[config.mk]
export PLATFORM = sky130hd
export DESIGN_NAME = traffic_light_fsm
export DESIGN_NICKNAME = d
export VERILOG_FILES = /design/src/rtl/traffic_light_fsm.sv
export SDC_FILE = /design/constraint.sdc
export NUM_CORES = 1
export LEC_CHECK = 0
export BUFFER_PORTS_ARGS = -buffer_cell sky130_fd_sc_hd__buf_2
export CORE_MARGIN = 2
export CORE_UTILIZATION = 40
export CTS_CLUSTER_DIAMETER = 120
export DETAILED_ROUTE_END_ITERATION = 16
export HOLD_SLACK_MARGIN = 0.03
export PLACE_DENSITY_LB_ADDON = 0.2
export SYNTH_ARGS = -nofsm -noshare
export SYNTH_HDL_FRONTEND = slang
export SYNTH_SLANG_ARGS = --single-unit
export TNS_END_PERCENT = 30
[constraint.sdc]
create_clock -name clock -period 3.6 [get_ports clock]
set_input_delay 0.18 -clock clock [delete_from_list [all_inputs] [get_ports clock]]
set_output_delay 0.18 -clock clock [all_outputs]
set_load 0.1 [all_outputs]
[src/rtl/traffic_light_fsm.sv]
// Highway/farm-road traffic-light controller.
// Four-state Moore machine (HG, HY, FG, FY) timed by a tick-driven,
// saturating dwell counter. The farm request is registered once
// before use. The lights and the state-change strobe are registered.
module traffic_light_fsm #(
  parameter int CNT_W       = 4,
  parameter int GREEN_MIN   = 4,
  parameter int YELLOW_TIME = 2,
  parameter int FARM_MIN    = 1,
  parameter int FARM_MAX    = 6
) (
  input  logic       clock,
  input  logic       reset,
  input  logic       car_req,
  input  logic       tick,
  output logic [1:0] hwy_light,
  output logic [1:0] farm_light,
  output logic       state_chg
);

  typedef enum logic [1:0] {
    HG = 2'd0,
    HY = 2'd1,
    FG = 2'd2,
    FY = 2'd3
  } state_t;

  localparam logic [1:0] LIGHT_RED    = 2'b00;
  localparam logic [1:0] LIGHT_YELLOW = 2'b01;
  localparam logic [1:0] LIGHT_GREEN  = 2'b10;

  localparam logic [CNT_W-1:0] CNT_MAX     = {CNT_W{1'b1}};
  localparam logic [CNT_W-1:0] GREEN_MIN_C = CNT_W'(GREEN_MIN);
  localparam logic [CNT_W-1:0] YELLOW_C    = CNT_W'(YELLOW_TIME);
  localparam logic [CNT_W-1:0] FARM_MIN_C  = CNT_W'(FARM_MIN);
  localparam logic [CNT_W-1:0] FARM_MAX_C  = CNT_W'(FARM_MAX);

  state_t           state_r;
  state_t           state_s;
  logic [CNT_W-1:0] cnt_r;
  logic             req_r;
  logic             trans_s;
  logic [1:0]       hwy_r;
  logic [1:0]       farm_r;
  logic             chg_r;

  // Highway light code for a given state.
  function automatic logic [1:0] hwy_code(input state_t st);
    logic [1:0] code;
    case (st)
      HG:      code = LIGHT_GREEN;
      HY:      code = LIGHT_YELLOW;
      default: code = LIGHT_RED;
    endcase
    return code;
  endfunction

  // Farm light code for a given state.
  function automatic logic [1:0] farm_code(input state_t st);
    logic [1:0] code;
    case (st)
      FG:      code = LIGHT_GREEN;
      FY:      code = LIGHT_YELLOW;
      default: code = LIGHT_RED;
    endcase
    return code;
  endfunction

  // Next-state decision; evaluated every cycle regardless of tick.
  always_comb begin
    state_s = state_r;
    trans_s = 1'b0;
    case (state_r)
      HG: begin
        if (req_r && (cnt_r >= GREEN_MIN_C)) begin
          state_s = HY;
          trans_s = 1'b1;
        end else begin
          state_s = HG;
        end
      end
      HY: begin
        if (cnt_r >= YELLOW_C) begin
          state_s = FG;
          trans_s = 1'b1;
        end else begin
          state_s = HY;
        end
      end
      FG: begin
        if ((cnt_r >= FARM_MAX_C) || (!req_r && (cnt_r >= FARM_MIN_C))) begin
          state_s = FY;
          trans_s = 1'b1;
        end else begin
          state_s = FG;
        end
      end
      FY: begin
        if (cnt_r >= YELLOW_C) begin
          state_s = HG;
          trans_s = 1'b1;
        end else begin
          state_s = FY;
        end
      end
      default: begin
        state_s = HG;
        trans_s = 1'b1;
      end
    endcase
  end

  // State, request capture, registered lights and change strobe.
  always_ff @(posedge clock) begin
    if (reset) begin
      state_r <= HG;
      req_r   <= 1'b0;
      hwy_r   <= LIGHT_GREEN;
      farm_r  <= LIGHT_RED;
      chg_r   <= 1'b0;
    end else begin
      state_r <= state_s;
      req_r   <= car_req;
      hwy_r   <= hwy_code(state_s);
      farm_r  <= farm_code(state_s);
      chg_r   <= trans_s;
    end
  end

  // Dwell counter: cleared on a transition (tick lost), saturates at max.
  always_ff @(posedge clock) begin
    if (reset) begin
      cnt_r <= {CNT_W{1'b0}};
    end else if (trans_s) begin
      cnt_r <= {CNT_W{1'b0}};
    end else if (tick && (cnt_r != CNT_MAX)) begin
      cnt_r <= cnt_r + {{(CNT_W-1){1'b0}}, 1'b1};
    end else begin
      cnt_r <= cnt_r;
    end
  end

  assign hwy_light  = hwy_r;
  assign farm_light = farm_r;
  assign state_chg  = chg_r;

endmodule

==> results.md, run 1 <==
| Step | Quantity | This run |
|---|---|---|
| detailed routing | Total wire length after detailed routing | 1.052 mm |
| synth | Register area share after synthesis | 38.40% |
| detailed routing | Residual DRC count | 0 |
| floorplanning | Area of the core | 0.001489 mm2 |
| sta | Worst Skew | 0.001535 ns |
| setup path | R2r worst-path depth | 6 |
| sta | Setup repair after global routing missed its margin | no |
| setup path | Launching element type of the critical path | register |
| synth | Area of the mapped netlist | 625.6 um2 |
| grt | Pin count of the biggest net entering global routing | 10 |
| power | Power share of the sequential group | 56.1% |
| power | Proportion of power drawn by combinational gates | 11.9% |
| synth | Seq cells post-synth | 12 |
| detailed routing | Wire length per cell | 11.82 um |
| placement | Count of input and output buffers | 8 |
| finish | Antenna diode count | 0 |
| floorplanning | Die extent in y | 43.55 um |
| sta | Count of final setup violators | 0 |
| min path | Type of the worst min-delay path | primary input to register |
| job | Number of maximum-capacitance constraint violations | 0 |
| power | Leakage | 0.2600 nW |
| setup path | CP Data Required Time | 3.75 ns |
| floorplanning | Horizontal die dimension | 43.55 um |
| detailed routing | Detailed-route vias per instance | 5.236 |
| synth | Cell type with the highest aggregate area in the netlist | sky130_fd_sc_hd__dfxtp_1 |
| setup path | Sort of element at the end of the critical path | register |
| clock tree | Worst-Skew Late Latency | 0.27 ns |
| sta | Final total negative setup slack | 0 ns |
| floorplanning | Initial core utilization | 42.02% |
| synth | Cell with the most instances after synthesis | sky130_fd_sc_hd__dfxtp_1 |
| synth | Mean area per synthesized cell | 9.775 um2 |
| sta | Final Hold Violating Endpoints | 0 |
| sta | Period minus WS final | 1.587 ns |
| clock tree | Number of buffers between clock root and the deepest sink | 2 |
| clock tree | Setup Buffers After CTS | 0 |
| synth | Count of flip-flops with a built-in enable after synthesis | 0 |
| grt | Number of global-route vias before repair | 418 |
| grt | Global-route wire length before repair | 1.794 mm |
| sta | Least-Margin Pin Slew | 0.4834 ns |
| sta | Maximum clock frequency | 0.6301 GHz |
| setup path | Critical path class | register to register |
| power | Cell Int Power | 187.2 uW |
| synth | Fraction of synthesis flops using an asynchronous set or reset pin | 0% |
| finish | Layout cell share with drive strength beyond 1 | 28.77% |
| sta | Part of the cycle the worst path needs | 44.08% |
| grt | Antenna violations before repair | 0 |
| setup path | Endpoint arrival time on the critical path | 1.74 ns |
| clock tree | Hold_buf cts | 0 |
| floorplanning | # rows | 14 |
| clock tree | Total number of clock tree sinks | 12 |
| clock tree | Clock-pin slew reported for the worst setup and hold paths after clock tree synthesis | 0.07 ns |
| synth | Dominant register cell in the synthesized netlist | sky130_fd_sc_hd__dfxtp_1 |
| finish | Layout net count | 82 |
| finish | Reg area | 240.2 um2 |
| placement | Weighted congestion at the end of routability-driven global placement | 0.7504 |
| synth | Post-synthesis net count | 71 |
| synth | Biggest area contributors in the synthesized netlist | sky130_fd_sc_hd__dfxtp_1, sky130_fd_sc_hd__a21oi_1, sky130_fd_sc_hd__ha_1, sky130_fd_sc_hd__o2bb2ai_4, sky130_fd_sc_hd__o311ai_4 |
| power | Net switching power figure | 63.52 uW |
| synth | Fraction of synthesized cell area taken by the top area cell type | 38.40% |
| synth | Count of mapped cells out of synthesis | 64 |
| clock tree | Cells resized by post-CTS repair | 0 |
| grt | Total congestion overflow | 0 |
| power | Net Sw Frac | 25.33% |
| power | Maximum vdd drop | 140.2 uV |
| sta | Worst rel slew slack | 68.00% |
| grt | Tot GR Track Use | 13.46% |
| clock tree | Clock tree from TritonCTS | done |
| floorplanning | Number of I/O pins | 9 |
| detailed routing | DRC violation total after the first TritonRoute iteration | 7 |
| floorplanning | Die footprint | 0.001896 mm2 |
| finish | Fin util | 46.30% |
| sta | Final-layout worst hold slack | 0.1157 ns |
| min path | Worst hold path depth | 2 |
| setup path | Highest fanout seen on the critical path | 7 |
| synth | Distinct cell type count after synthesis | 28 |
| run status | Run status | completed |
| placement | DP Wirelength | 843.7 um |
| finish | Area delta synth->final | 10.20% |
| detailed routing | Via count | 466 |
| detailed routing | Pre-Repair DR Iteration Count | 4 |
| detailed routing | Detail Route Antenna Nets | 0 |
| clock tree | H-tree depth | 1 |
| sta | Final max-slew violation count | 0 |
| power | Clock network fraction of design power | 32.0% |
| finish | Area of the multi-input gates | 347.8 um2 |
| finish | Fill cells | 154 |
| clock tree | Buffer cell driving the clock tree root | sky130_fd_sc_hd__clkbuf_4 |
| power | Power Dens Cells | 363.7 mW/mm2 |
| clock tree | Total clock buffers created by CTS | 3 |
| synth | Synth top cells by count | sky130_fd_sc_hd__dfxtp_1, sky130_fd_sc_hd__a21oi_1, sky130_fd_sc_hd__nand2_1 |
| synth | Number of warnings reported in the yosys synthesis log | 0 |
## kinds of logic (layout without fill, tap and decap cells)
kind of cell,count (synthesis),after routing,synth area share (%)
xor gates and xnor gates,2,2,4.001
DFF,12,12,38.40
AOI/OAI and AO/OA,17,17,25.20
and+or+nand+nor,23,23,20.40
adders and majority gates,3,3,6.001
buffers and inverters,7,16,5.999
## critical path: stages, from the launching register on
cell	delay, ns
sky130_fd_sc_hd__dfxtp_1	0.43
sky130_fd_sc_hd__inv_1	0.09
sky130_fd_sc_hd__ha_1	0.17
sky130_fd_sc_hd__nor2b_1	0.13
sky130_fd_sc_hd__o21a_2	0.23
sky130_fd_sc_hd__o311ai_4	0.32
sky130_fd_sc_hd__nor2_1	0.09
## power groups by stage
stage	Sequential (mW)	Combinational, mW	Clock [mW]
2_1_floorplan	0.144	0.0225	0
3_3_place_gp	0.144	0.0298	0
3_5_place_dp	0.144	0.0301	0
4_1_cts	0.141	0.0301	0.0845
5_1_grt	0.141	0.0335	0.0940
6_report	0.141	0.0299	0.0802
## state kept, by name (all words and copies together) (netlist names)
name,cells
cnt_r,4
hwy_light,2
state_r,2
farm_light,2
state_chg,1
req_r,1
## layout by cell type (no fill, tap or decap)
| cell | count |
|---|---|
| sky130_fd_sc_hd__nand2_2 | 2 |
| sky130_fd_sc_hd__xnor2_1 | 1 |
| sky130_fd_sc_hd__xor2_2 | 1 |
| sky130_fd_sc_hd__o21a_2 | 1 |
| sky130_fd_sc_hd__nand4_1 | 1 |
| sky130_fd_sc_hd__inv_1 | 4 |
| sky130_fd_sc_hd__clkbuf_4 | 3 |
| sky130_fd_sc_hd__a211oi_2 | 2 |
| sky130_fd_sc_hd__nor2_1 | 3 |
| sky130_fd_sc_hd__ha_1 | 3 |
| sky130_fd_sc_hd__nor3_1 | 2 |
| sky130_fd_sc_hd__o311ai_4 | 1 |
| sky130_fd_sc_hd__a311o_1 | 1 |
| sky130_fd_sc_hd__nor2b_1 | 2 |
| sky130_fd_sc_hd__dfxtp_1 | 12 |
| sky130_fd_sc_hd__and4b_1 | 1 |
| sky130_fd_sc_hd__clkinv_1 | 1 |
| sky130_fd_sc_hd__o211ai_1 | 1 |
| sky130_fd_sc_hd__o2bb2ai_4 | 1 |
| sky130_fd_sc_hd__or2_1 | 1 |
| sky130_fd_sc_hd__nand3_1 | 3 |
| sky130_fd_sc_hd__buf_2 | 8 |
| sky130_fd_sc_hd__a211oi_1 | 1 |
| sky130_fd_sc_hd__or3_4 | 1 |
| sky130_fd_sc_hd__nor3_2 | 1 |
| sky130_fd_sc_hd__a21oi_1 | 8 |
| sky130_fd_sc_hd__nand2_1 | 6 |
| sky130_fd_sc_hd__o21ai_0 | 1 |
## per-layer routing
metal	up-vias	GRT usage [%]	wire (um)
li1	244	-	-
met1	210	14.25	459
met2	10	21.18	525
met3	2	7.500	59
met4	0	7.273	8
met5	-	0	0
## final cells by class
cell class | count | area share [%]
multi-input cells | 45 | 50.45
flip-flops and latches | 12 | 34.85
repair buffers | 8 | 5.808
clock buffers | 3 | 3.267
well taps | 16 | 2.904
inverters | 5 | 2.722
## final timing paths
kind                                 end  slack [ns]  startpoint
worst max-delay path            cnt_r[0]        2.01    cnt_r[1]
worst min-delay path               req_r        0.12     car_req
worst max register to register  cnt_r[0]        2.01    cnt_r[1]
worst min register to register  cnt_r[1]        0.55    cnt_r[1]
## metrics by stage
stage | cell area (um2) | total power [mW] | instances | setup slack (ns)
after detailed placement | 666.9 | 0.1739 | 86 | 2.022
after CTS | 689.4 | 0.2553 | 89 | 2.013
after global placement | 666.9 | 0.1736 | 86 | 2.060
after floorplan | 625.6 | 0.1665 | 64 | 2.145
final | 689.4 | 0.2508 | 89 | 2.013
after global routing | 689.4 | 0.2688 | 89 | 1.910
(Power assumes the default switching activity.)
==> run 2, diff against run 1 <==
==> constraint.sdc (replaced) <==
create_clock -name clock -period 1.28 [get_ports clock]
set_input_delay 0.064 -clock clock [delete_from_list [all_inputs] [get_ports clock]]
set_output_delay 0.064 -clock clock [all_outputs]
set_load 0.1 [all_outputs]
==> run 2 against run 1 <==
- the flow now finishes with violations (negative setup slack)
- non-clock buffer count increased by 13
- cell area increased by 23%
- sequential power increased to 2.8 times the previous value
- wire length increased by 16%
- first-iteration DRC count increased by 71%
- critical path type unchanged
- largest cell class unchanged
- largest power group unchanged
==> results.md, run 2 (synthesis results as in run 1) <==
| Step | Quantity | This run |
|---|---|---|
| run status | Run status | finished, violations left |
| run status | Violations in the final reports | negative setup slack |
| grt | Pin count of the biggest net entering global routing | 8 |
| min path | Hold Crit Endpoint | cnt_r[1] |
| floorplanning | Initial core utilization | 42.02% |
| detailed routing | Via count | 512 |
| detailed routing | Residual DRC count | 0 |
| placement | Weighted congestion at the end of routability-driven global placement | 0.7356 |
| power | Power Dens Cells | 935.3 mW/mm2 |
| clock tree | Total number of clock tree sinks | 12 |
| clock tree | Clock-pin slew reported for the worst setup and hold paths after clock tree synthesis | 0.08 ns |
| placement | DP Wirelength | 898.1 um |
| floorplanning | Die footprint | 0.001896 mm2 |
| floorplanning | Horizontal die dimension | 43.55 um |
| sta | Period minus WS final | 1.394 ns |
| sta | Count of final setup violators | 5 |
| setup path | Sort of element at the end of the critical path | register |
| clock tree | Total clock buffers created by CTS | 3 |
| min path | Type of the worst min-delay path | primary input to register |
| sta | Worst rel slew slack | 67.98% |
| floorplanning | Die extent in y | 43.55 um |
| setup path | Standard cell with the maximum stage delay on the critical path | sky130_fd_sc_hd__dfxtp_2 |
| clock tree | H-tree depth | 1 |
| finish | Commonest non-fill, non-tap cell in the layout | sky130_fd_sc_hd__dfxtp_1 |
| grt | Total congestion overflow | 0 |
| setup path | Delay of the slowest cell on the worst path | 0.35 ns |
| finish | Layout net count | 95 |
| sta | Least-Margin Pin Slew | 0.4837 ns |
| sta | Final-layout worst hold slack | 0.07171 ns |
| power | Maximum vdd drop | 590.5 uV |
| clock tree | Worst-Skew Late Latency | 0.28 ns |
| finish | Commonest cells after routing, fill and taps aside | sky130_fd_sc_hd__dfxtp_1, sky130_fd_sc_hd__buf_4, sky130_fd_sc_hd__buf_2, sky130_fd_sc_hd__a21oi_1, sky130_fd_sc_hd__nand2_1 |
| floorplanning | Number of I/O pins | 9 |
| setup path | Highest fanout seen on the critical path | 4 |
| sta | Final Hold Violating Endpoints | 0 |
| sta | Setup ws final | -0.1139 ns |
| clock tree | Clock tree from TritonCTS | done |
| setup path | CP startpoint | cnt_r[0] |
| detailed routing | Detail Route Antenna Nets | 0 |
| detailed routing | Wire length per cell | 11.88 um |
| sta | Maximum clock frequency | 0.7174 GHz |
| finish | Layout cell share with drive strength beyond 1 | 45.98% |
| clock tree | Number of buffers between clock root and the deepest sink | 2 |
| power | Power after layout | 794.6 uW |
| placement | Count of input and output buffers | 8 |
| sta | Worst Skew | 0.01277 ns |
| grt | Global-route wire length before repair | 2.028 mm |
| setup path | Launching element type of the critical path | register |
| placement | Placed Area | 759.5 um2 |
| setup path | CP Data Required Time | 1.44 ns |
| min path | Start point of the worst min-delay path | tick |
| floorplanning | Area of the core | 0.001489 mm2 |
| detailed routing | DRC violation total after the first TritonRoute iteration | 12 |
| grt | Tot GR Track Use | 14.49% |
| clock tree | Buffer cell driving the clock tree root | sky130_fd_sc_hd__clkbuf_4 |
| setup path | R2r worst-path depth | 6 |
| setup path | Endpoint arrival time on the critical path | 1.55 ns |
| setup path | Cell Chain, Critical Path | inv_2, ha_4, nor2b_4, o21a_4, o311ai_4, nor3_2 |
| finish | Register with the most flip-flops | cnt_r |
| sta | Setup repair after global routing missed its margin | yes |
| sta | Final max-slew violation count | 0 |
| floorplanning | # rows | 14 |
| detailed routing | Detailed-route vias per instance | 4.971 |
| min path | Worst hold path depth | 3 |
| sta | Part of the cycle the worst path needs | 108.9% |
| detailed routing | Total wire length after detailed routing | 1.224 mm |
| finish | Area delta synth->final | 35.80% |
| setup path | Reg2reg end | cnt_r[2] |
| grt | Number of global-route vias before repair | 475 |
| setup path | Worst-case register-to-register setup slack | -0.11 ns |
| detailed routing | Pre-Repair DR Iteration Count | 4 |
| power | Leakage | 0.3535 nW |
| setup path | Critical path class | register to register |
| finish | Final design instance area without fill | 849.6 um2 |
| job | Number of maximum-capacitance constraint violations | 0 |
| finish | Flip-flop count of the largest register after layout | 4 |
| finish | Fill cells | 142 |
| setup path | Startpoint of the lowest-slack register-to-register path | cnt_r[0] |
| grt | Antenna violations before repair | 0 |
| finish | Antenna diode count | 0 |
[run 2: report_power, final]
part	switching (mW)	internal, mW	total, mW
logic	0.0732	0.0843	0.158
clock network	0.124	0.121	0.245
registers	0.00921	0.383	0.392
total	0.207	0.588	0.795
[run 2: worst max-delay path, delay by kind of cell (launching register included)]
family / cells / cell delay (ns)
AO/OA/AOI/OAI: 2 / 0.52
adder cells (fa/ha/maj): 1 / 0.14
buffers and inverters: 1 / 0.05
flip-flops: 1 / 0.35
AND/OR/NAND/NOR: 2 / 0.21
[run 2: area by class of cell]
class	count	area, um2	share of cell area (%)
Clock buffer	4	26.28	3.093
Multi-Input combinational cell	45	390.4	45.95
Tap cell	16	20.02	2.356
Sequential cell	12	245.2	28.87
Inverter	5	18.77	2.209
Timing Repair Buffer	21	148.9	17.53
[run 2: how the worst max path moves through the flow]
stage | slack, ns | endpoint | depth (start not counted)
final | -0.11 | cnt_r[2] | 6
after global routing | -0.17 | cnt_r[2] | 6
after CTS | -0.13 | cnt_r[2] | 6
after detailed placement | -0.16 | cnt_r[2] | 6
after global placement | -0.15 | cnt_r[2] | 6
after floorplan | -0.12 | cnt_r[2] | 6
[run 2: routing by layer]
layer / vias to the layer above / wire, um / GRT usage (%)
met4: 0 / 0 / 1.818
li1: 269 / - / -
met3: 0 / 52 / 7.500
met1: 236 / 581 / 18.91
met5: - / 0 / 0
met2: 7 / 590 / 22.06
[run 2: what timing repair did]
item / CTS / global route
hold endpoints to repair: 3 / 0
cloned: 0 / 0
buffers inserted: 0 / 1
endpoints found under the setup margin: 8 / 9
hold buffers: 3 / 0
gates resized for setup: 2 / 4
pin swaps: 10 / 1
[run 2: stage by stage]
stage / cells / setup WS, ns / utilization, % / setup TNS, ns
final: 103 / -0.1139 / 57.06 / -0.4158
after global routing: 103 / -0.1687 / 57.06 / -0.7922
after CTS: 102 / -0.1264 / 55.21 / -0.4698
after detailed placement: 95 / -0.1633 / 51.01 / -0.6971
after global placement: 95 / -0.1467 / 51.01 / -0.6129
after floorplan: 64 / -0.1207 / - / -0.4483
==> run 3, diff against run 2 <==
--- a/config.mk
+++ b/config.mk
@@ -7,7 +7,7 @@
 export LEC_CHECK = 0
 export BUFFER_PORTS_ARGS = -buffer_cell sky130_fd_sc_hd__buf_2
 export CORE_MARGIN = 2
-export CORE_UTILIZATION = 40
+export CORE_UTILIZATION = 47
 export CTS_CLUSTER_DIAMETER = 120
 export DETAILED_ROUTE_END_ITERATION = 16
 export HOLD_SLACK_MARGIN = 0.03
==> run 3 against run 2 <==
- highest routed layer is now met4
- sequential cell count unchanged
- critical endpoint is now cnt_r[1]
- clock skew decreased by 0.0084 ns
- critical path type unchanged
- die area is 14% lower
- worst setup slack better by 0.0022 ns
- cell area is 1.8% lower
- non-clock buffer count down 2
- cell count shrank 2.9%
- hold slack improved by 0.0086 ns
- combinational power decreased by 4%
- the flow still finishes with violations (negative setup slack)
==> results.md, run 3 (synthesis results as in run 1) <==
| Step | Quantity | This run |
|---|---|---|
| run status | Run status | finished, violations left |
| run status | Violations in the final reports | negative setup slack |
| grt | Met2 layer usage reported by global route | 29.76% |
| grt | Global-route wire length before repair | 1.932 mm |
| floorplanning | Die extent in y | 40.49 um |
| setup path | Sort of element at the end of the critical path | register |
| sta | Final-layout worst hold slack | 0.08032 ns |
| detailed routing | DRC violation total after the first TritonRoute iteration | 8 |
| setup path | Highest fanout seen on the critical path | 4 |
| clock tree | Total number of clock tree sinks | 12 |
| floorplanning | Horizontal die dimension | 40.49 um |
| placement | Weighted congestion at the end of routability-driven global placement | 0.7961 |
| detailed routing | Detailed-route vias per instance | 5.080 |
| power | Power after layout | 856.5 uW |
| floorplanning | Area of the core | 0.001269 mm2 |
| sta | Count of final setup violators | 5 |
| detailed routing | Total wire length after detailed routing | 1.220 mm |
| finish | Commonest non-fill, non-tap cell in the layout | sky130_fd_sc_hd__dfxtp_1 |
| sta | Worst Skew | 0.004403 ns |
| sta | Setup repair after global routing missed its margin | yes |
| finish | Layout cell share with drive strength beyond 1 | 45.88% |
| detailed routing | Wire length per cell | 12.20 um |
| sta | Worst rel slew slack | 67.85% |
| grt | Met3 layer usage reported by global route | 5.000% |
| clock tree | Total clock buffers created by CTS | 3 |
| setup path | CP Data Required Time | 1.44 ns |
| detailed routing | Via count | 508 |
| sta | Part of the cycle the worst path needs | 108.7% |
| grt | Total congestion overflow | 0 |
| setup path | Critical path class | register to register |
| sta | Setup ws final | -0.1117 ns |
| grt | Antenna violations before repair | 0 |
| clock tree | Clock tree from TritonCTS | done |
| sta | Period minus WS final | 1.392 ns |
| job | Number of maximum-capacitance constraint violations | 0 |
| finish | Register with the most flip-flops | cnt_r |
| finish | Area delta synth->final | 33.40% |
| setup path | Delay of the slowest cell on the worst path | 0.36 ns |
| placement | Worst slack at placement | -0.1639 ns |
| finish | Antenna diode count | 0 |
| clock tree | Worst-Skew Late Latency | 0.28 ns |
| clock tree | Clock-pin slew reported for the worst setup and hold paths after clock tree synthesis | 0.08 ns |
| sta | Final max-slew violation count | 0 |
| clock tree | Number of buffers between clock root and the deepest sink | 2 |
| setup path | Standard cell with the maximum stage delay on the critical path | sky130_fd_sc_hd__dfxtp_2 |
| sta | Final total negative setup slack | -0.4186 ns |
| grt | Routing usage on met1 | 23.47% |
| finish | Final Instance Count excl. Fillers | 100 |
| detailed routing | Detail Route Antenna Nets | 0 |
| floorplanning | Number of I/O pins | 9 |
| floorplanning | # rows | 13 |
| setup path | Launching element type of the critical path | register |
| min path | Type of the worst min-delay path | primary input to register |
| detailed routing | Pre-Repair DR Iteration Count | 4 |
| placement | Post-Place Cells | 92 |
| grt | Tot GR Track Use | 18.97% |
| setup path | Endpoint arrival time on the critical path | 1.55 ns |
| sta | Maximum clock frequency | 0.7185 GHz |
| finish | Flip-flop count of the largest register after layout | 4 |
| power | Leakage | 0.3312 nW |
| setup path | Cell Chain, Critical Path | inv_2, ha_4, nor2b_4, o21a_4, o311ai_4, a21oi_1 |
| finish | Layout net count | 93 |
| grt | Number of global-route vias before repair | 457 |
| floorplanning | Die footprint | 0.001639 mm2 |
| grt | Peak-usage layer in the global routing report | met2 |
| detailed routing | Residual DRC count | 0 |
| placement | Count of input and output buffers | 8 |
| power | Power Dens Cells | 1026 mW/mm2 |
| power | Maximum vdd drop | 1069 uV |
| clock tree | Buffer cell driving the clock tree root | sky130_fd_sc_hd__clkbuf_4 |
| placement | DP Wirelength | 888.2 um |
| finish | Commonest cells after routing, fill and taps aside | sky130_fd_sc_hd__dfxtp_1, sky130_fd_sc_hd__buf_2, sky130_fd_sc_hd__buf_4, sky130_fd_sc_hd__a21oi_1, sky130_fd_sc_hd__nand2_1 |
| sta | Final Hold Violating Endpoints | 0 |
| clock tree | H-tree depth | 1 |
| floorplanning | Initial core utilization | 49.31% |
| grt | Pin count of the biggest net entering global routing | 8 |
| sta | Least-Margin Pin Slew | 0.4855 ns |
[run 3: critical path, delay by kind of cell (launching register included)]
family | cells | cell delay [ns]
and+or+nand+nor | 1 | 0.12
buffers and inverters | 1 | 0.05
DFF | 1 | 0.36
AOI/OAI and AO/OA | 3 | 0.60
adders and majority gates | 1 | 0.14
[run 3: what timing repair did]
item / CTS / global route
hold buffers: 3 / 0
setup buffers: 1 / 0
resized for setup: 2 / 2
pin swaps: 6 / 2
endpoints found under the hold margin: 4 / 0
endpoints found under the setup margin: 8 / 9
[run 3: worst paths after layout]
check                           startpoint        to  slack [ns]  cells past startpoint
worst min register to register    cnt_r[3]  cnt_r[3]        0.58                      2
worst max-delay path              cnt_r[0]  cnt_r[1]       -0.11                      6
worst max register to register    cnt_r[0]  cnt_r[1]       -0.11                      6
worst min-delay path                  tick  cnt_r[1]        0.08                      3
[run 3: power breakdown]
| group | switching (mW) | internal [mW] | leakage [nW] |
|---|---|---|---|
| Combinational | 0.0704 | 0.0801 | 0.212 |
| Sequential | 0.0103 | 0.383 | 0.0984 |
| Clock | 0.140 | 0.173 | 0.0210 |
[run 3: area by class of cell]
| class | count | area (um2) |
|---|---|---|
| sequential | 12 | 245.2 |
| fill | 104 | 434.2 |
| timing repair buffer | 19 | 130.1 |
| tap | 15 | 18.77 |
| inverter | 5 | 18.77 |
| clock buffer | 4 | 36.28 |
| multi-input combinational | 45 | 385.4 |
[run 3: routing by layer]
metal / routed length, um / up-vias
li1: - / 266
met1: 573 / 226
met2: 572 / 12
met3: 46 / 4
met4: 27 / 0
met5: 0 / -
[run 3: per-stage QoR]
step / instance area (um2) / util, %
2_1_floorplan: 650.6 / -
3_3_place_gp: 743.2 / 58.58
3_5_place_dp: 743.2 / 58.58
4_1_cts: 824.5 / 64.99
5_1_grt: 834.6 / 65.78
6_report: 834.6 / 65.78
